==> src/rtl/ifu_fetch.sv <==
// ifu_fetch: single-outstanding instruction fetch over a valid/ready read channel.
// Misaligned pc, bus errors and timeouts complete as a faulted NOP.
module ifu_fetch #(
  parameter int                  ADDR_WIDTH = 32,
  parameter int                  DATA_WIDTH = 32,
  parameter int                  TIMEOUT    = 255,
  parameter int                  TO_W       = 8,
  parameter logic [DATA_WIDTH-1:0] NOP_INST = 32'h00000013
) (
  input  logic                  clk,
  input  logic                  global_rst_n,
  input  logic [ADDR_WIDTH-1:0] pc,
  output logic [DATA_WIDTH-1:0] inst,
  output logic                  inst_valid,
  input  logic                  inst_ready,
  output logic                  fetch_fault,
  output logic [ADDR_WIDTH-1:0] araddr,
  output logic                  arvalid,
  input  logic                  arready,
  input  logic [DATA_WIDTH-1:0] rdata,
  input  logic                  rresp_err,
  input  logic                  rvalid,
  output logic                  rready
);
  typedef enum logic [2:0] {S_IDLE, S_REQ, S_WAIT, S_DRAIN, S_DONE} state_t;
  localparam logic [TO_W-1:0] TO_LAST = TO_W'(TIMEOUT > 0 ? TIMEOUT - 1 : 0);
  state_t                r_state;
  logic [TO_W-1:0]       r_cnt;
  logic [ADDR_WIDTH-1:0] r_araddr;
  logic [DATA_WIDTH-1:0] r_inst;
  logic                  r_arvalid, r_rready, r_inst_valid, r_fault;
  logic                  w_to;
  // the counter value during a phase's last allowed cycle is TIMEOUT-1
  assign w_to        = (TIMEOUT != 0) && (r_cnt == TO_LAST);
  assign inst        = r_inst;
  assign inst_valid  = r_inst_valid;
  assign fetch_fault = r_fault;
  assign araddr      = r_araddr;
  assign arvalid     = r_arvalid;
  assign rready      = r_rready;
  always_ff @(posedge clk or negedge global_rst_n) begin
    if (!global_rst_n) begin
      r_state      <= S_IDLE;
      r_cnt        <= '0;
      r_araddr     <= '0;
      r_inst       <= NOP_INST;
      r_arvalid    <= 1'b0;
      r_rready     <= 1'b0;
      r_inst_valid <= 1'b0;
      r_fault      <= 1'b0;
    end else begin
      if ((r_state == S_REQ || r_state == S_WAIT) && r_cnt != '1)
        r_cnt <= r_cnt + 1'b1;
      case (r_state)
        S_IDLE: begin
          r_araddr <= pc;
          r_cnt    <= '0;
          if (pc[1:0] != 2'b00) begin
            r_state      <= S_DONE;
            r_fault      <= 1'b1;
            r_inst       <= NOP_INST;
            r_inst_valid <= 1'b1;
          end else begin
            r_state   <= S_REQ;
            r_arvalid <= 1'b1;
          end
        end
        S_REQ: begin
          if (arready) begin
            r_state   <= S_WAIT;
            r_arvalid <= 1'b0;
            r_rready  <= 1'b1;
            r_cnt     <= '0;
          end else if (w_to) begin
            r_state      <= S_DONE;
            r_arvalid    <= 1'b0;
            r_fault      <= 1'b1;
            r_inst       <= NOP_INST;
            r_inst_valid <= 1'b1;
            r_cnt        <= '0;
          end
        end
        S_WAIT: begin
          if (rvalid) begin
            r_state      <= S_DONE;
            r_rready     <= 1'b0;
            r_inst       <= rresp_err ? NOP_INST : rdata;
            r_fault      <= rresp_err;
            r_inst_valid <= 1'b1;
            r_cnt        <= '0;
          end else if (w_to) begin
            r_state <= S_DRAIN;
            r_fault <= 1'b1;
            r_inst  <= NOP_INST;
            r_cnt   <= '0;
          end
        end
        S_DRAIN: begin
          if (rvalid) begin
            r_state      <= S_DONE;
            r_rready     <= 1'b0;
            r_inst_valid <= 1'b1;
          end
        end
        S_DONE: begin
          if (inst_ready) begin
            r_state      <= S_IDLE;
            r_inst_valid <= 1'b0;
            r_fault      <= 1'b0;
          end
        end
        default: r_state <= S_IDLE;
      endcase
    end
  end
endmodule

==> config.mk <==
export PLATFORM = sky130hd
export DESIGN_NAME = ifu_fetch
export DESIGN_NICKNAME = d
export VERILOG_FILES = /design/src/rtl/ifu_fetch.sv
export SDC_FILE = /design/constraint.sdc
export NUM_CORES = 1
export LEC_CHECK = 0
export CELL_PAD_IN_SITES_DETAIL_PLACEMENT = 0
export CELL_PAD_IN_SITES_GLOBAL_PLACEMENT = 2
export CORE_AREA = 5 5 124 126
export DETAILED_ROUTE_END_ITERATION = 6
export DIE_AREA = 0 0 129 131
export PLACE_DENSITY_LB_ADDON = 0.1
export REMOVE_ABC_BUFFERS = 1
export SYNTH_ARGS = -nofsm -noshare
export SYNTH_HDL_FRONTEND = slang
export SYNTH_SLANG_ARGS = --single-unit
==> constraint.sdc <==
create_clock -name clk -period 2.2 [get_ports clk]
set_clock_uncertainty 0.05 [all_clocks]
set_input_delay 0.55 -clock clk [delete_from_list [all_inputs] [get_ports clk]]
set_output_delay 0.55 -clock clk [all_outputs]
set_load 0.05 [all_outputs]
==> results of run 1 <==
==> layout by cell type (no fill, tap or decap), types with 3 or more instances in the layout <==
cell,n
nand2_1,3
dfstp_2,3
a211oi_1,3
inv_1,8
dfrtp_1,76
o21ai_0,6
a21oi_1,14
a22o_1,29
nor2_1,13
mux2_1,4
buf_4,36
clkbuf_8,3
nand3_1,4
clkdlybuf4s50_1,122
nor3b_1,4
clkbuf_16,9
mux2_2,28
buf_12,3
a31oi_1,3
nor3_1,12
==> per-stage QoR <==
step | cells | power [W] | TNS (ns) | utilization [%]
after global routing | 619 | 0.008049 | 0 | 38.37
after CTS | 619 | 0.007761 | 0 | 38.35
after detailed placement | 604 | 0.006184 | -2.177 | 36.18
after global placement | 604 | 0.006173 | -1.548 | 36.18
after floorplan | 258 | 0.004676 | -21.12 | -
final | 619 | 0.007621 | 0 | 38.37
==> cell usage after synthesis, types with 2 or more instances <==
library cell	instances
a21oi_1	14
mux2_2	28
a22o_1	29
nand2b_1	2
o32a_1	2
o211ai_1	2
a31oi_1	3
clkbuf_1	3
nor2_1	14
ha_1	2
o41ai_1	2
nand2_1	3
dfstp_2	3
o21ai_0	6
mux2i_1	2
buf_2	9
a311oi_1	2
a2111oi_0	2
nor2b_1	2
dfrtp_1	76
inv_1	8
buf_4	2
nand3_1	4
a211oi_1	3
o22ai_1	2
nor3_1	12
o21a_1	2
nor3b_1	4
o31ai_1	2
mux2_1	4
or4_1	2
==> sequential cells by signal (all words and copies together) (netlist names) <==
register	cells
r_cnt	8
inst_valid	1
fetch_fault	1
araddr	32
r_state	3
rready	1
arvalid	1
inst	32
==> report_power, final <==
part / internal [W] / total [W] / leakage, nW / switching (W)
clock network: 0.000968 / 0.00154 / 0.152 / 0.000570
registers: 0.00190 / 0.00221 / 1.00 / 0.000313
logic: 0.00152 / 0.00387 / 1.11 / 0.00235
==> worst reg2reg max path, cell delays in order (launching register included) <==
cell and delay (ns):
dfrtp_1 0.72, xnor2_2 0.21, or2_1 0.31, or4_1 0.48, a21oi_1 0.15
==> worst min-delay path by stage <==
stage | startpoint | to | slack (ns)
global route | global_rst_n | inst[8]$_DFFE_PN0P_ | 0.15
global placement | inst[0]$_DFFE_PN1P_ | inst[0]$_DFFE_PN1P_ | 0.41
floorplan | global_rst_n | araddr[0]$_DFFE_PN0P_ | 0.20
detailed placement | inst[0]$_DFFE_PN1P_ | inst[0]$_DFFE_PN1P_ | 0.41
finish | global_rst_n | inst[30]$_DFFE_PN0P_ | 0.11
CTS | global_rst_n | inst[30]$_DFFE_PN0P_ | 0.12
==> final cells by class <==
| type | count | area (µm²) |
|---|---|---|
| multi-input cells | 171 | 1336 |
| flip-flops and latches | 79 | 1981 |
| well taps | 184 | 230.2 |
| fillers | 1418 | 8753 |
| inverters | 8 | 30.03 |
| clock buffers | 13 | 270.3 |
| clock inverters | 2 | 38.79 |
| repair buffers | 162 | 1564 |
==> cell families after synthesis <==
family                   Yosys count  synth area share (%)
AND/OR/NAND/NOR                   58                 9.669
multiplexers                      34                 11.09
flip-flops                        79                 57.75
adder cells (fa/ha/maj)            2                0.7295
AO/OA/AOI/OAI                     75                 16.49
buffers and inverters             25                 3.538
XOR/XNOR                           2                0.7298
==> what timing repair did <==
action | 4_1_cts | 5_1_grt
hold buffers | 0 | 0
endpoints found under the hold margin | 0 | 0
setup endpoints to repair | 0 | 1
gates resized for setup | 0 | 1
==> routing by layer <==
metal | part of all wire (%) | wire (µm)
met4 | 1.6 | 161
met2 | 47 | 4573
met5 | 0 | 0
met1 | 43 | 4200
met3 | 9.1 | 898
==> impl_metrics.toml, run 1 <==
[synth]
syn-cell-area_mm2 = 0.003430
synth_top_area_share_pct = 55.45
yosys-top-cells-area = "dfrtp_1 55%, mux2_2 9.2%, a22o_1 7.4%"
postSynthCellCount = 275
postSynthAreaPerCell_um2 = 12.47
yosysUniqueCellTypes = 55
synth_top_area_cell = "dfrtp_1"
yosysSeqAreaShare_pct = 57.75
synthArstFlopShare_pct = 100.0
yosys_warnings = 0
synth-main-ff-cell = "dfrtp_1"
synth_seq_cells = 79
synth-edff-count = 0

[layout]
antennaDiodeCount = 0
nets = 503
drive_gt1_share_pct = 20.69
stdcell_area_mm2 = 0.005450
areaGrowthSynthToFinish_pct = 58.92

[placed_design]
portBuffers = 137
hpwl_um = 7225
pre_cts_ws_ns = -0.09168
place_area_mm2 = 0.005139
routabilityCongestion = 0.7190

[worst_setup_path]
critPathArrivalTime_ns = 1.53
critPathSlowestCell = "clkdlybuf4s50_1"
worst-path-buf-inv = 1
worstPathMaxFanout = 2
slowest_delay_ns = 0.85
crit_start = "inst[21]$_DFFE_PN0P_"
crit_chain = "clkdlybuf4s50_1"
cp_num_cells = 1
critical_path.endpoint = "inst[21]"
critPathLaunchType = "flip-flop"
r2r_slack_ns = 0.21
r2r_end = "r_cnt[6]$_DFF_PN0_"
cpLargestDelayFamily = "buffers and inverters"
cp-end-kind = "primary output"
worst-setup-path-type = "flip-flop to primary output"
r2r_cells = 4
reg2reg_from = "r_state[1]$_DFFE_PN0P_"
crit_required_ns = 1.60

[detailed_routing]
dr.pass1.iters = 4
ant_nets = 0
drc = 0
drt_iter0_drc = 146
wl_per_cell_um = 15.89
viasPerCell = 4.519
finalWirelength_um = 9834
vias = 2797

[timing]
tightest_slew_ns = 0.6026
final.min_clock_period_ns = 2.135
fin_crit_sh_pct = 97.04
final.setup.worst_slack_ns = 0.06507
hold_violations = 0
drv_slew = 0
holdWs_ns = 0.1082
fmax_mhz = 468.4
max-slew-margin-rel_pct = 59.83
rsz0062_at_grt = "no"
setup_viol = 0

[global_route]
first_global_vias = 2997
grt.total_usage_pct = 11.79
antenna_found_initial = 0
grt_pass1_wl_um = 15610
grt_use_met1_pct = 14.47
grt_max_degree = 34
gr-total-overflow = 0
grt_util_met2_pct = 18.35
busiest_layer = "met2"
gr-usage-met3_pct = 5.203

[floorplanning]
die_w_um = 129
die-height_um = 131
placementRows = 44
die-area_mm2 = 0.01690
initial_utilization_pct = 24.15
core_area_mm2 = 0.01420
io-pin-count = 138

[cts]
cts_buffer_depth = 2
root_buffer = "clkbuf_16"
cts_setup_buffers = 0
cts_max_level = 3
cts_sinks = 79
cts.clk_slew.worst_paths_ns = 0.06
clk_latency_ns = 0.33
cts_tree = "done"
numCtsBuffers = 9

[outcome]
status = "finished, final reports clean"

[power_and_ir_drop]
cellPowerDensity_mw_per_mm2 = 1398
peakVddDrop_mv = 0.3928
power.leakage_nw = 2.261

[hold_path]
hold_class = "input pin to async pin"

[flow_run]
drv_cap = 0
No activity file was read; power rests on OpenSTA's default activity.
==> inputs of run 2 (changes only) <==
Settings changed: SLEW_MARGIN set to 30.
==> results of run 2 <==
The final DEF is identical to that of run 1; final timing and power are the same.
==> inputs of run 3 (changes only) <==
Settings changed: ABC_AREA set to 1, CORE_AREA 5 5 124 126 to 5 5 130 132, DIE_AREA 0 0 129 131 to 0 0 135 137.
==> impl_metrics.toml, run 3 <==
[outcome]
status = "finished, final reports clean"

[global_route]
grt_max_degree = 33
grt.total_usage_pct = 12.67
grt_pass1_wl_um = 18440
antenna_found_initial = 0
first_global_vias = 3420
gr-total-overflow = 0

[layout]
fillCellCount = 1665
layout_common_cells = "203 x nand2_1, 118 x clkdlybuf4s50_1, 76 x dfrtp_1"
drive_gt1_share_pct = 10.93
fin_util_pct = 35.86
antennaDiodeCount = 0
areaGrowthSynthToFinish_pct = 52.04
instances_no_fill = 829
stdcell_area_mm2 = 0.005593
final_common_cell = "nand2_1"
nets = 681

[detailed_routing]
wl_met1_um = 5571
vias = 3471
viasPerCell = 4.187
wl_per_cell_um = 14.38
met3_wirelength_um = 670
wl_met2_um = 5531
drc = 0
dr.pass1.iters = 4
highest_layer = "met4"
ant_nets = 0
drt_iter0_drc = 176
finalWirelength_um = 11920

[synth]
yosys.area_share.simple_pct = 35.71
synthArstFlopShare_pct = 100.0
yosysUniqueCellTypes = 23
yosys.area_share.xor_xnor_pct = 0.4762
synth_top_area_cell = "dfrtp_1"
synth_compound_area_share_pct = 3.129
postSynthCellCount = 467
yosys_warnings = 0
postSynthAreaPerCell_um2 = 7.877
synth-edff-count = 0
syn-cell-area_mm2 = 0.003679
yosys-top-cells-area = "dfrtp_1 52%, nand2_1 21%, nand3_1 10%"
synth_top_family_by_area = "simple AND/OR/NAND/NOR gates"
muxShareOfSynthArea_pct = 0
synth_top_area_share_pct = 51.70
synth-main-ff-cell = "dfrtp_1"
yosysSeqAreaShare_pct = 53.84
synth_seq_cells = 79
synthTopCellsByCount = "203 x nand2_1, 76 x dfrtp_1, 74 x nand3_1"
synth.most_common_cell = "nand2_1"
synthAdderAreaFrac_pct = 0.6803

[timing]
rsz0062_at_grt = "no"
fmax_mhz = 467.1
fin_crit_sh_pct = 97.32
tightest_slew_ns = 0.5241
final.min_clock_period_ns = 2.141
setup_viol = 0
drv_slew = 0
max-slew-margin-rel_pct = 64.95
hold_violations = 0

[cts]
cts_setup_buffers = 0
cts_sinks = 79
cts.clk_slew.worst_paths_ns = 0.06
cts_max_level = 3
numCtsBuffers = 9
root_buffer = "clkbuf_16"
cts_tree = "done"
post_cts_resized = 0
clk_latency_ns = 0.34
cts_buffer_depth = 2
hold_buffers = 0

[power_and_ir_drop]
cellPowerDensity_mw_per_mm2 = 1337
peakVddDrop_mv = 0.7020
power.leakage_nw = 2.708

[worst_setup_path]
worstPathMaxFanout = 3
slowest_delay_ns = 0.83
cp-end-kind = "primary output"
critPathLaunchType = "flip-flop"
worst-path-buf-inv = 1
critPathArrivalTime_ns = 1.54
critPathSlowestCell = "clkdlybuf4s50_1"
worst-setup-path-type = "flip-flop to primary output"
crit_required_ns = 1.60
crit_chain = "clkdlybuf4s50_1"
cpLargestDelayFamily = "buffers and inverters"

[floorplanning]
die_w_um = 135
die-area_mm2 = 0.01850
io-pin-count = 138
core_area_mm2 = 0.01560
initial_utilization_pct = 23.58
placementRows = 46
die-height_um = 137

[placed_design]
placed_cells = 814
portBuffers = 137
place_area_mm2 = 0.005313
hpwl_um = 8608
routabilityCongestion = 0.7508

[hold_path]
hold_class = "input pin to async pin"

[flow_run]
drv_cap = 0
==> run 3: cell count changes after synthesis, moves of 4 or more <==
cell / change
nor3_1: -12
a21oi_1: -7
nand2_2: +4
o21ai_0: +4
nand2_1: +200
mux2_2: -28
nand3_1: +70
nand3_2: +4
mux2_1: -4
nor2_1: +7
nor3b_1: -4
inv_2: +6
inv_1: +19
a22o_1: -29
==> run 3: per-stage QoR <==
stage | TNS [ns] | setup slack (ns) | power (W) | hold slack, ns
4_1_cts | 0 | 0.03366 | 0.007643 | 0.09584
2_1_floorplan | -1.030 | -0.03219 | 0.004585 | 0.2044
3_3_place_gp | 0 | 0.05508 | 0.006094 | 0.4038
5_1_grt | 0 | 0.002770 | 0.007971 | 0.1119
6_report | 0 | 0.05892 | 0.007479 | 0.08266
3_5_place_dp | 0 | 0.05757 | 0.006119 | 0.4082
==> run 3: power by group <==
part	total (W)	switching (W)	leakage, nW	internal [W]
clock	0.00147	0.000596	0.135	0.000870
sequential	0.00215	0.000266	1.02	0.00189
combinational	0.00386	0.00266	1.55	0.00120
==> run 3: cells by family after synthesis <==
kind of cell,Yosys count
simple gates,312
flops,79
buf+inv,51
compound gates,21
xor+xnor,2
fa+ha+maj,2
==> run 3: path summary, 6_finish.rpt <==
kind                                         from                     end  slack [ns]  cells after the start
setup / recovery             inst[13]$_DFFE_PN0P_                inst[13]        0.06                      1
hold / removal                       global_rst_n    inst[26]$_DFFE_PN0P_        0.08                      1
setup reg to reg               r_cnt[0]$_DFF_PN0_      r_cnt[2]$_DFF_PN0_        0.34                      9
hold reg to reg            araddr[13]$_DFFE_PN0P_  araddr[13]$_DFFE_PN0P_        0.42                      2
max in group asynchronous            global_rst_n     inst[4]$_DFFE_PN1P_        1.42                      2
min in group clk           araddr[13]$_DFFE_PN0P_  araddr[13]$_DFFE_PN0P_        0.42                      2
==> run 3: cell type report <==
cell class                 count  area [µm²]  area share [%]
clock buffer                  11       232.7           4.161
clock inverter                 4       47.55          0.8501
timing repair buffer         149        1464           26.17
sequential                    79        1981           35.41
tap                          216       270.3           4.832
multi-input combinational    337        1474           26.35
inverter                      33       123.9           2.215
==> run 3: routing by layer <==
layer,vias to the layer above,GRT usage (%)
met1,1625,17.07
met5,-,0
met2,78,19.87
li1,1757,-
met3,11,2.757
met4,0,5.039
==> run 3: worst reg2reg max path, cell delays in order (launching register included) <==
cell and delay (ns):
dfrtp_1 0.41, inv_1 0.09, ha_1 0.14, inv_1 0.04
nor2_1 0.15, nand2_2 0.16, nand2_2 0.16, nand3_1 0.32
nand3_1 0.20, inv_1 0.05
